`src/rtl/ras_op_scheduler_if.sv`:
```
// Request and issue handshakes of the return-address-stack scheduler.
// slave = scheduler side, master = requesters plus the stack.
interface ras_op_scheduler_if #(
    parameter int AW = 64
);
    logic          jmp_valid_in;
    logic [1:0]    jmp_op_in;
    logic [AW-1:0] jmp_addr_in;
    logic          jmp_ready_out;

    logic          irq_valid_in;
    logic [AW-1:0] irq_addr_in;
    logic          irq_ready_out;

    logic          ras_valid_out;
    logic [1:0]    ras_op_out;
    logic [AW-1:0] ras_addr_out;
    logic          ras_ready_in;

    modport slave (
        input  jmp_valid_in, jmp_op_in, jmp_addr_in,
        output jmp_ready_out,
        input  irq_valid_in, irq_addr_in,
        output irq_ready_out,
        output ras_valid_out, ras_op_out, ras_addr_out,
        input  ras_ready_in
    );

    modport master (
        output jmp_valid_in, jmp_op_in, jmp_addr_in,
        input  jmp_ready_out,
        output irq_valid_in, irq_addr_in,
        input  irq_ready_out,
        input  ras_valid_out, ras_op_out, ras_addr_out,
        output ras_ready_in
    );
endinterface

```
`src/rtl/ras_op_scheduler.sv`:
```
// RAS op scheduler: round-robin jmp/irq arbiter, in-order queue, occupancy tracking (stats: RAS_SCHED_STATS_EN).
// Latency: accepted request appears on ras_* one cycle later; 1 op/cycle sustained.
// Backpressure: ready only to the arbitration winner while the queue is not full and no flush.
module ras_op_scheduler #(
    parameter int DEPTH  = 16,
    parameter int QDEPTH = 4,
    parameter int AW     = 64
) (
    input  logic                     clk_in,
    input  logic                     rst_n_in,
    ras_op_scheduler_if.slave        bus,
    input  logic                     flush_in,
    output logic [$clog2(DEPTH):0]   depth_out,
    output logic                     overflow_out,
    output logic                     underflow_out,
    output logic                     busy_out
`ifdef RAS_SCHED_STATS_EN
    ,
    output logic [15:0]              stat_push_out,
    output logic [15:0]              stat_pop_out,
    output logic [15:0]              stat_ovf_out
`endif
);

    localparam int PW = $clog2(QDEPTH);
    localparam int DW = $clog2(DEPTH) + 1;

    localparam logic [PW:0]   QFULL   = (PW+1)'(QDEPTH);
    localparam logic [PW:0]   CNT_ONE = (PW+1)'(1);
    localparam logic [PW-1:0] PTR_ONE = PW'(1);
    localparam logic [DW-1:0] DMAX    = DW'(DEPTH);
    localparam logic [DW-1:0] DEP_ONE = DW'(1);

    localparam logic [1:0] OP_NONE = 2'b00;
    localparam logic [1:0] OP_PUSH = 2'b01;
    localparam logic [1:0] OP_POP  = 2'b10;
    localparam logic [1:0] OP_PP   = 2'b11;

    typedef enum logic {
        ARB_JMP = 1'b0,
        ARB_IRQ = 1'b1
    } arb_e;

    arb_e            r_last;
    arb_e            w_last_nxt;

    logic [1:0]      r_q_op   [QDEPTH];
    logic [AW-1:0]   r_q_addr [QDEPTH];
    logic [PW-1:0]   r_wr_ptr;
    logic [PW-1:0]   r_rd_ptr;
    logic [PW:0]     r_count;
    logic [PW:0]     w_count_nxt;
    logic            r_busy;

    logic [DW-1:0]   r_depth;
    logic [DW-1:0]   w_depth_nxt;
    logic            r_ovf;
    logic            r_unf;
    logic            w_ovf_nxt;
    logic            w_unf_nxt;

    logic            w_irq_win;
    logic            w_jmp_win;
    logic            w_space;
    logic            w_irq_acc;
    logic            w_jmp_acc;
    logic            w_enq;
    logic [1:0]      w_enq_op;
    logic [AW-1:0]   w_enq_addr;
    logic            w_nonempty;
    logic            w_ras_vld;
    logic            w_deq;
    logic [1:0]      w_head_op;
    logic [AW-1:0]   w_head_addr;

    // Ties go to whoever did not win last; a lone requester always wins.
    assign w_irq_win = bus.irq_valid_in & (~bus.jmp_valid_in | (r_last == ARB_JMP));
    assign w_jmp_win = bus.jmp_valid_in & ~w_irq_win;

    // Deliberately ignores the dequeue side so ras_ready_in never reaches the readies.
    assign w_space   = (r_count < QFULL) & ~flush_in;

    assign bus.irq_ready_out = w_irq_win & w_space;
    assign bus.jmp_ready_out = w_jmp_win & w_space;

    assign w_irq_acc = w_irq_win & w_space;
    assign w_jmp_acc = w_jmp_win & w_space;

    // A jump op of 00 is consumed for arbitration purposes but never queued.
    assign w_enq      = w_irq_acc | (w_jmp_acc & (bus.jmp_op_in != OP_NONE));
    assign w_enq_op   = w_irq_acc ? OP_PUSH : bus.jmp_op_in;
    assign w_enq_addr = w_irq_acc ? bus.irq_addr_in : bus.jmp_addr_in;

    assign w_nonempty  = (r_count != '0);
    assign w_head_op   = w_nonempty ? r_q_op[r_rd_ptr]   : OP_NONE;
    assign w_head_addr = w_nonempty ? r_q_addr[r_rd_ptr] : '0;
    assign w_ras_vld   = w_nonempty & ~flush_in;
    assign w_deq       = w_ras_vld & bus.ras_ready_in;

    assign bus.ras_valid_out = w_ras_vld;
    assign bus.ras_op_out    = w_head_op;
    assign bus.ras_addr_out  = w_head_addr;

    always_comb begin
        w_last_nxt = r_last;
        if (w_irq_acc) begin
            w_last_nxt = ARB_IRQ;
        end else if (w_jmp_acc) begin
            w_last_nxt = ARB_JMP;
        end
    end

    always_ff @(posedge clk_in or negedge rst_n_in) begin
        if (!rst_n_in) begin
            r_last <= ARB_JMP;
        end else begin
            r_last <= w_last_nxt;
        end
    end

    always_comb begin
        w_count_nxt = r_count;
        if (flush_in) begin
            w_count_nxt = '0;
        end else if (w_enq && !w_deq) begin
            w_count_nxt = r_count + CNT_ONE;
        end else if (!w_enq && w_deq) begin
            w_count_nxt = r_count - CNT_ONE;
        end
    end

    always_ff @(posedge clk_in or negedge rst_n_in) begin
        if (!rst_n_in) begin
            r_wr_ptr <= '0;
            r_rd_ptr <= '0;
            r_count  <= '0;
            r_busy   <= 1'b0;
        end else begin
            r_count <= w_count_nxt;
            r_busy  <= (w_count_nxt != '0);
            if (flush_in) begin
                r_wr_ptr <= '0;
                r_rd_ptr <= '0;
            end else begin
                if (w_enq) begin
                    r_wr_ptr <= r_wr_ptr + PTR_ONE;
                end
                if (w_deq) begin
                    r_rd_ptr <= r_rd_ptr + PTR_ONE;
                end
            end
        end
    end

    // Storage needs no reset: the count gates every read of it.
    always_ff @(posedge clk_in) begin
        if (w_enq) begin
            r_q_op[r_wr_ptr]   <= w_enq_op;
            r_q_addr[r_wr_ptr] <= w_enq_addr;
        end
    end

    always_comb begin
        w_depth_nxt = r_depth;
        w_ovf_nxt   = 1'b0;
        w_unf_nxt   = 1'b0;
        if (w_deq) begin
            case (w_head_op)
                OP_PUSH: begin
                    if (r_depth == DMAX) begin
                        w_ovf_nxt = 1'b1;
                    end else begin
                        w_depth_nxt = r_depth + DEP_ONE;
                    end
                end
                OP_POP: begin
                    if (r_depth == '0) begin
                        w_unf_nxt = 1'b1;
                    end else begin
                        w_depth_nxt = r_depth - DEP_ONE;
                    end
                end
                OP_PP: begin
                    if (r_depth == '0) begin
                        w_unf_nxt   = 1'b1;
                        w_depth_nxt = DEP_ONE;
                    end
                end
                default: begin
                end
            endcase
        end
    end

    always_ff @(posedge clk_in or negedge rst_n_in) begin
        if (!rst_n_in) begin
            r_depth <= '0;
            r_ovf   <= 1'b0;
            r_unf   <= 1'b0;
        end else begin
            r_depth <= w_depth_nxt;
            r_ovf   <= w_ovf_nxt;
            r_unf   <= w_unf_nxt;
        end
    end

    assign depth_out     = r_depth;
    assign overflow_out  = r_ovf;
    assign underflow_out = r_unf;
    assign busy_out      = r_busy;

`ifdef RAS_SCHED_STATS_EN
    logic [15:0] r_stat_push;
    logic [15:0] r_stat_pop;
    logic [15:0] r_stat_ovf;
    logic        w_is_push;
    logic        w_is_pop;

    assign w_is_push = w_deq & ((w_head_op == OP_PUSH) | (w_head_op == OP_PP));
    assign w_is_pop  = w_deq & ((w_head_op == OP_POP)  | (w_head_op == OP_PP));

    always_ff @(posedge clk_in or negedge rst_n_in) begin
        if (!rst_n_in) begin
            r_stat_push <= '0;
            r_stat_pop  <= '0;
            r_stat_ovf  <= '0;
        end else begin
            if (w_is_push && (r_stat_push != 16'hFFFF)) begin
                r_stat_push <= r_stat_push + 16'd1;
            end
            if (w_is_pop && (r_stat_pop != 16'hFFFF)) begin
                r_stat_pop <= r_stat_pop + 16'd1;
            end
            if (w_ovf_nxt && (r_stat_ovf != 16'hFFFF)) begin
                r_stat_ovf <= r_stat_ovf + 16'd1;
            end
        end
    end

    assign stat_push_out = r_stat_push;
    assign stat_pop_out  = r_stat_pop;
    assign stat_ovf_out  = r_stat_ovf;
`endif

endmodule
```
`src/flat_wrapper.sv`:
```
// flat-port wrapper written by rule: the top's interface ports become plain ports
module ras_op_scheduler_flat 
#(
    parameter int DEPTH  = 16,
    parameter int QDEPTH = 4,
    parameter int AW     = 64
)
  (clk_in, rst_n_in, flush_in, depth_out, overflow_out, underflow_out, busy_out, bus_jmp_valid_in, bus_jmp_op_in, bus_jmp_addr_in, bus_jmp_ready_out, bus_irq_valid_in, bus_irq_addr_in, bus_irq_ready_out, bus_ras_valid_out, bus_ras_op_out, bus_ras_addr_out, bus_ras_ready_in);
  ras_op_scheduler_if #(.AW(AW)) bus_i ();
  input  logic clk_in;
  input  logic rst_n_in;
  input  logic flush_in;
  output logic [$clog2(DEPTH):0] depth_out;
  output logic overflow_out;
  output logic underflow_out;
  output logic busy_out;
  input wire logic [$bits(bus_i.jmp_valid_in)-1:0] bus_jmp_valid_in;
  input wire logic [$bits(bus_i.jmp_op_in)-1:0] bus_jmp_op_in;
  input wire logic [$bits(bus_i.jmp_addr_in)-1:0] bus_jmp_addr_in;
  output wire logic [$bits(bus_i.jmp_ready_out)-1:0] bus_jmp_ready_out;
  input wire logic [$bits(bus_i.irq_valid_in)-1:0] bus_irq_valid_in;
  input wire logic [$bits(bus_i.irq_addr_in)-1:0] bus_irq_addr_in;
  output wire logic [$bits(bus_i.irq_ready_out)-1:0] bus_irq_ready_out;
  output wire logic [$bits(bus_i.ras_valid_out)-1:0] bus_ras_valid_out;
  output wire logic [$bits(bus_i.ras_op_out)-1:0] bus_ras_op_out;
  output wire logic [$bits(bus_i.ras_addr_out)-1:0] bus_ras_addr_out;
  input wire logic [$bits(bus_i.ras_ready_in)-1:0] bus_ras_ready_in;
  assign bus_i.jmp_valid_in = bus_jmp_valid_in;
  assign bus_i.jmp_op_in = bus_jmp_op_in;
  assign bus_i.jmp_addr_in = bus_jmp_addr_in;
  assign bus_jmp_ready_out = bus_i.jmp_ready_out;
  assign bus_i.irq_valid_in = bus_irq_valid_in;
  assign bus_i.irq_addr_in = bus_irq_addr_in;
  assign bus_irq_ready_out = bus_i.irq_ready_out;
  assign bus_ras_valid_out = bus_i.ras_valid_out;
  assign bus_ras_op_out = bus_i.ras_op_out;
  assign bus_ras_addr_out = bus_i.ras_addr_out;
  assign bus_i.ras_ready_in = bus_ras_ready_in;
  ras_op_scheduler #(.DEPTH(DEPTH), .QDEPTH(QDEPTH), .AW(AW)) u_core (.clk_in(clk_in), .rst_n_in(rst_n_in), .bus(bus_i), .flush_in(flush_in), .depth_out(depth_out), .overflow_out(overflow_out), .underflow_out(underflow_out), .busy_out(busy_out));
endmodule
```
`config.mk`:
```
export PLATFORM = sky130hd
export DESIGN_NAME = ras_op_scheduler_flat
export DESIGN_NICKNAME = d
export VERILOG_FILES = /design/src/rtl/ras_op_scheduler_if.sv /design/src/rtl/ras_op_scheduler.sv /design/src/flat_wrapper.sv
export SDC_FILE = /design/constraint.sdc
export NUM_CORES = 1
export LEC_CHECK = 0
export BUFFER_PORTS_ARGS = -buffer_cell sky130_fd_sc_hd__buf_2
export CORE_MARGIN = 2
export CORE_UTILIZATION = 56
export CTS_CLUSTER_DIAMETER = 80
export DETAILED_ROUTE_END_ITERATION = 16
export PLACE_DENSITY = 0.77
export SYNTH_ARGS = -nofsm -noshare
export SYNTH_HDL_FRONTEND = slang
export SYNTH_SLANG_ARGS = --single-unit
```
`constraint.sdc`:
```
create_clock -name clk_in -period 4.7 [get_ports clk_in]
set_input_delay 0 -clock clk_in [delete_from_list [all_inputs] [get_ports clk_in]]
set_output_delay 0 -clock clk_in [all_outputs]
set_load 0.02 [all_outputs]
```
# Yosys cells after proc, flatten, opt, wreduce, memory -nomap -nowiden
# Memories as Yosys holds them, arrays and structs flattened.
# Index checks and enable logic that the tools add are counted.
[totals]
register_bits = 16
mem_bits_rw = 264
inputBits = 136
out_inout_bits = 77
word_cells = 77
memories = 2
[mem_list]
columns = ["name", "depth", "word_bits", "read_ports", "rd_clocked_by_memory_dff", "write_ports", "line", "source"]
rows = [
  ["u_core.r_q_addr", 4, 64, 1, 0, 1, "ras_op_scheduler.sv:48", "logic [AW-1:0] r_q_addr [QDEPTH];"],
  ["u_core.r_q_op", 4, 2, 1, 0, 1, "ras_op_scheduler.sv:47", "logic [1:0] r_q_op [QDEPTH];"],
]
[classes]
addsub = 6
order_cmp = 1
n_eq_ne = 7
n_mux = 25
bitwise = 14
reduce_logical = 14
[ops]
columns = ["operator", "n"]
rows = [
  ["$mux 64", 2],
  ["$mux 5", 3],
  ["$pmux 5 s3", 1],
  ["$mux 2", 6],
  ["$mux 1", 10],
  ["$mux 3", 3],
  ["$reduce_bool 3->1", 3],
  ["$and 1x1->1", 8],
  ["$reduce_bool 2->1", 4],
  ["$add 5x1->5 const B", 1],
  ["$eq 5x5->1 const B", 1],
  ["$logic_not 5->1", 1],
  ["$reduce_and 5->1", 1],
  ["$sub 5x1->5 const B", 1],
  ["$add 2x1->2 const B", 2],
  ["$eq 2x2->1 const B", 2],
  ["$ne 2x2->1 const B", 2],
  ["$not 1->1", 4],
  ["$add 3x1->3 const B", 1],
  ["$lt 3x3->1 const B", 1],
  ["$sub 3x1->3 const B", 1],
  ["$eq 2x1->1 const B", 1],
  ["$logic_and 1x1->1", 2],
  ["$logic_not 1->1", 2],
  ["3 further kinds", 4],
]

# Logic depth before layout (Yosys ltp)
[depth]
ltp_word = 14
depth_mapped = 12
depth_no_buf = 12

# Least setup slack after synthesis
# OpenSTA, ideal clock, no wires.
[synth_timing]
path_kind = "register -> register"
from = "register u_core.r_count[2]"
to = "memory u_core.r_q_addr[0][0], enable pin"
setup_time_ns = 0.431
t_arrival_ns = 2.849
required_time_ns = 4.269
slack_ns = 1.420
path_stages_with_launch = 5
n_path_buf = 1
period_less_slack_ns = 3.280
cell_sequence = "dfrtp_1 > or3b_1 > o2bb2ai_2 > buf_2 > and2_1"
[synth_via]
elab_chain_len = 7
elab_cells_between_ends = 8
classes_between = "order compare: 1; mux: 2; bitwise: 5"
[synth_rtl]
columns = ["element", "line", "source"]
rows = [
  ["from (decl)", "ras_op_scheduler.sv:51", "logic [PW:0] r_count;"],
  ["from (signal assigned)", "ras_op_scheduler.sv:139", "r_count <= w_count_nxt;"],
  ["$lt 3x3->1 (*)", "ras_op_scheduler.sv:81", "assign w_space = (r_count < QFULL) & ~flush_in;"],
  ["$and 1x1->1 (*)", "ras_op_scheduler.sv:81", ""],
  ["$and 1x1->1", "ras_op_scheduler.sv:87", "assign w_jmp_acc = w_jmp_win & w_space;"],
  ["$and 1x1->1", "ras_op_scheduler.sv:90", "assign w_enq = w_irq_acc | (w_jmp_acc & (bus.jmp_op_in != OP_NONE));"],
  ["$or 1x1->1 (*)", "ras_op_scheduler.sv:90", ""],
  ["$mux 1 (*)", "ras_op_scheduler.sv:157", "if (w_enq) begin"],
  ["$mux 1 (implied by the code) (*)", "ras_op_scheduler.sv:159", "r_q_addr[r_wr_ptr] <= w_enq_addr;"],
  ["to (decl)", "ras_op_scheduler.sv:48", ""],
]
# Mark *: on every way between the ends. The rest lies on a longest branch, timed or not.

# Final worst setup path
[layout_timing]
from = "register u_core.r_count[2]"
to = "memory u_core.r_q_addr[3][53], data pin"
[layout_via]
elab_chain_len = 4
[layout_rtl]
columns = ["element", "line", "source"]
rows = [
  ["$lt 3x3->1", "ras_op_scheduler.sv:81", ""],
  ["$and 1x1->1", "ras_op_scheduler.sv:81", ""],
  ["$and 1x1->1", "ras_op_scheduler.sv:86", "assign w_irq_acc = w_irq_win & w_space;"],
  ["$mux 64", "ras_op_scheduler.sv:92", "assign w_enq_addr = w_irq_acc ? bus.irq_addr_in : bus.jmp_addr_in;"],
  ["net u_core.w_enq_addr[53]", "ras_op_scheduler.sv:69", "logic [AW-1:0] w_enq_addr;"],
]
# The timed path passes the listed nets, and every way through them passes these cells.

==> flow_summary_export.csv <==
group,metric,value,unit
status,status,"complete, no violations",
timing,hold_ws,0.334,ns
pwr,clock_power_share,25.9,%
pwr,power_density,522,nW/um^2
synth,syn_inst,748,
layout,final_cell_mix,"edfxtp_1 (264), buf_2 (212), nand2_1 (199), dlygate4sd3_1 (136), and2_1 (67)",
pwr,power_frac_comb,34.3,%
worst_setup_path,crit_path_start,"u_core.r_count[2]",
synth,ys_seq_area_share,70.4,%
pwr,power.total,8.02,mW
routing,drt-total-wl,25100,um
pwr,switchingPower,2.63,mW
clocking,clkSlewWorstSetupHoldPaths,0.06,ns
global_routing,antenna_found_initial,0,
routing,drtAntennaViolNets,0,
min_path,hold_class,"in -> reg",
worst_setup_path,cp.required,5.06,ns
clocking,cts_root_buffer,"clkbuf_16",
layout,post-route-util,73.5,%
synth,yosys_warnings,0,
routing,route.detailed.drc,0,
place,io_buffers,212,
flow_run,maxCapViolations,0,
floorplanning,start_util,56.6,%
layout,seqCellArea,8340,sq um
synth,syn_area,11800,sq um
floorplanning,pin_count,213,
place,hpwl,13400,um
floorplanning,rows,53,
pwr,vdd_drop_max,0.285,mV
synth,syn_nets,895,
worst_setup_path,endpoint_kind,"flip-flop",
synth,synth_cell_types,43,
timing,slew_headroom,30.4,%
routing,drt_first_pass_iters,4,
timing,clock_skew,0.0186,ns
layout,n_antenna_cell,0,
floorplanning,dieHeight,149,um
timing,setup_viol,0,
clocking,cts_sinks,280,
routing,vias,7417,
timing,hold_viol,0,
timing,rsz0062_at_grt,"no",
routing,viasPerCell,5.34,
synth,avgSynthCellArea,15.8,sq um
layout,drive_above_1_share,30.8,%
routing,drt_iter0_markers,540,
worst_setup_path,critPathLaunchType,"flip-flop",
place,place_congestion,0.823,
clocking,h-tree-depth,1,
layout,n_fill_cell,1252,
worst_setup_path,crit_type,"reg -> reg",
clocking,cts_resized,0,
floorplanning,die_area,22300,sq um
timing,min_period,3.12,ns
synth,synth_edf_count,264,
pwr,leakagePower,5.94,nW
global_routing,gr-total-overflow,0,
pwr,p_int,5.40,mW
timing,fin_setup_tns,0,ns
floorplanning,die_w,149,um
layout,nets,1239,
timing,tightest_slew,1.04,ns
worst_setup_path,cp_max_fo,44,
pwr,seqPwrFrac,39.9,%
clocking,cts_tree,"built",
timing,fmax,0.321,GHz
clocking,clockBufferDepth,3,
global_routing,grt_max_degree,70,
pwr,sw_frac_of_total,32.7,%
synth,synth_ff_type,"edfxtp_1",
worst_setup_path,arrival,3.48,ns
layout,syn_to_final_growth,29.9,%
clocking,clk-insertion-delay-late,0.54,ns
clocking,cts_buffers,28,
floorplanning,core_region_area,20900,sq um
global_routing,grt_pass1_wl,39400,um
global_routing,grt_pass1_vias,7778,
global_routing,grt.total_usage,22.9,%
clocking,postCtsSetupBuffers,0,
timing,fin_crit_sh,66.4,%
min_path,min_from,"bus_jmp_addr_in[30]",
routing,wl_per_cell,18.1,um
timing,report.final.slew_viol_count,0,
worst_setup_path,rr_startpoint,"u_core.r_count[2]",
synth,synthArstFlopShare,5.71,%
layout,multi_input_area,3300,sq um
layout,layout_commonest_cell,"edfxtp_1",
synth,synth-seq-cells,280,
## state kept, by name, summed over array words and instances, names as in the netlist
signal,count
u_core.overflow_out,1
u_core.r_rd_ptr,2
u_core.depth_out,5
u_core.r_last,1
u_core.r_wr_ptr,2
u_core.r_q_addr,256
u_core.underflow_out,1
u_core.busy_out,1
u_core.r_q_op,8
u_core.r_count,3
## per-stage QoR
stage | instances | setup WS, ns | instance area (sq um)
floorplan | 748 | 1.42 | 11800
global placement | 1201 | 1.70 | 13100
detailed placement | 1201 | 1.66 | 13100
CTS | 1389 | 1.53 | 15400
global route | 1389 | 1.32 | 15400
finish | 1389 | 1.58 | 15400
## cell type report
class                      instances  share of cell area (%)
clock buffer                      30                    4.61
clock inverter                    22                    1.07
inverter                          14                   0.342
multi-input combinational        415                    21.5
sequential                       280                    54.3
tap                              275                    2.24
timing repair buffer             353                    16.0
## logic make-up (layout without fill, tap and decap cells)
| family | after synthesis | count (layout) | share of synthesized area [%] |
|---|---|---|---|
| DFF | 280 | 280 | 70.4 |
| AOI/OAI and AO/OA | 28 | 28 | 1.65 |
| muxes | 67 | 67 | 12.7 |
| adders and majority gates | 11 | 11 | 1.23 |
| xor gates and xnor gates | 7 | 7 | 0.518 |
| and+or+nand+nor | 302 | 302 | 11.7 |
| buffers and inverters | 53 | 419 | 1.85 |
## critical path, cell delays in order, from the launching register on
cell and delay, ns:
dfrtp_1 0.46, nor3b_1 0.46, nand2_2 0.12, inv_2 0.67
buf_4 0.41, nand2_1 0.09, nand2_1 0.08, dlygate4sd3_1 0.64
## final timing paths
check                      slack [ns]                      to  cells after the start
max reg2reg                      1.58  u_core.r_q_addr[3][53]                      7
max                              1.58  u_core.r_q_addr[3][53]                      7
min in group asynchronous        0.61     u_core.depth_out[0]                      3
min reg2reg                      0.51           u_core.r_last                      2
min                              0.33  u_core.r_q_addr[1][30]                      4
max in group asynchronous        3.52      u_core.r_rd_ptr[0]                      3
## routing by layer
layer / track usage [%] / vias up / share of wire (%)
li1: - / 3459 / -
met4: 5.52 / 0 / 2.2
met1: 31.4 / 3637 / 41
met2: 38.9 / 282 / 50
met3: 3.76 / 39 / 6.4
met5: 0 / - / 0
## power groups by stage
stage	registers (mW)	logic [mW]	clock network, mW
after CTS	3.20	2.76	2.11
after detailed placement	3.26	2.58	0
after global routing	3.23	2.99	2.20
after floorplan	3.21	1.82	0
after global placement	3.24	2.55	0
final	3.20	2.75	2.08
## Yosys cell counts (2+ instances only)
cell | n | area [sq um]
o21ai_0 | 8 | 40.0
edfxtp_1 | 264 | 7930
nand2_1 | 200 | 751
nor2_1 | 11 | 41.3
buf_2 | 10 | 50.1
nand2b_1 | 2 | 12.5
clkbuf_1 | 26 | 97.6
buf_1 | 2 | 7.51
o31ai_1 | 3 | 22.5
a211oi_1 | 2 | 15.0
xnor2_1 | 4 | 35.0
and3_1 | 2 | 12.5
nor2b_1 | 3 | 18.8
xor2_1 | 3 | 26.3
nor4_1 | 2 | 12.5
a31o_2 | 2 | 17.5
mux4_2 | 66 | 1490
a21oi_1 | 5 | 25.0
dfrtp_1 | 16 | 400
nor3_1 | 3 | 15.0
and2_1 | 71 | 444
ha_1 | 10 | 125
inv_1 | 13 | 48.8
## what timing repair did
action / CTS / global route
endpoints found under the setup margin: 0 / 0
hold endpoints to repair: 289 / 0
hold buffers: 136 / 0
Power figures use the tool's default switching activity.
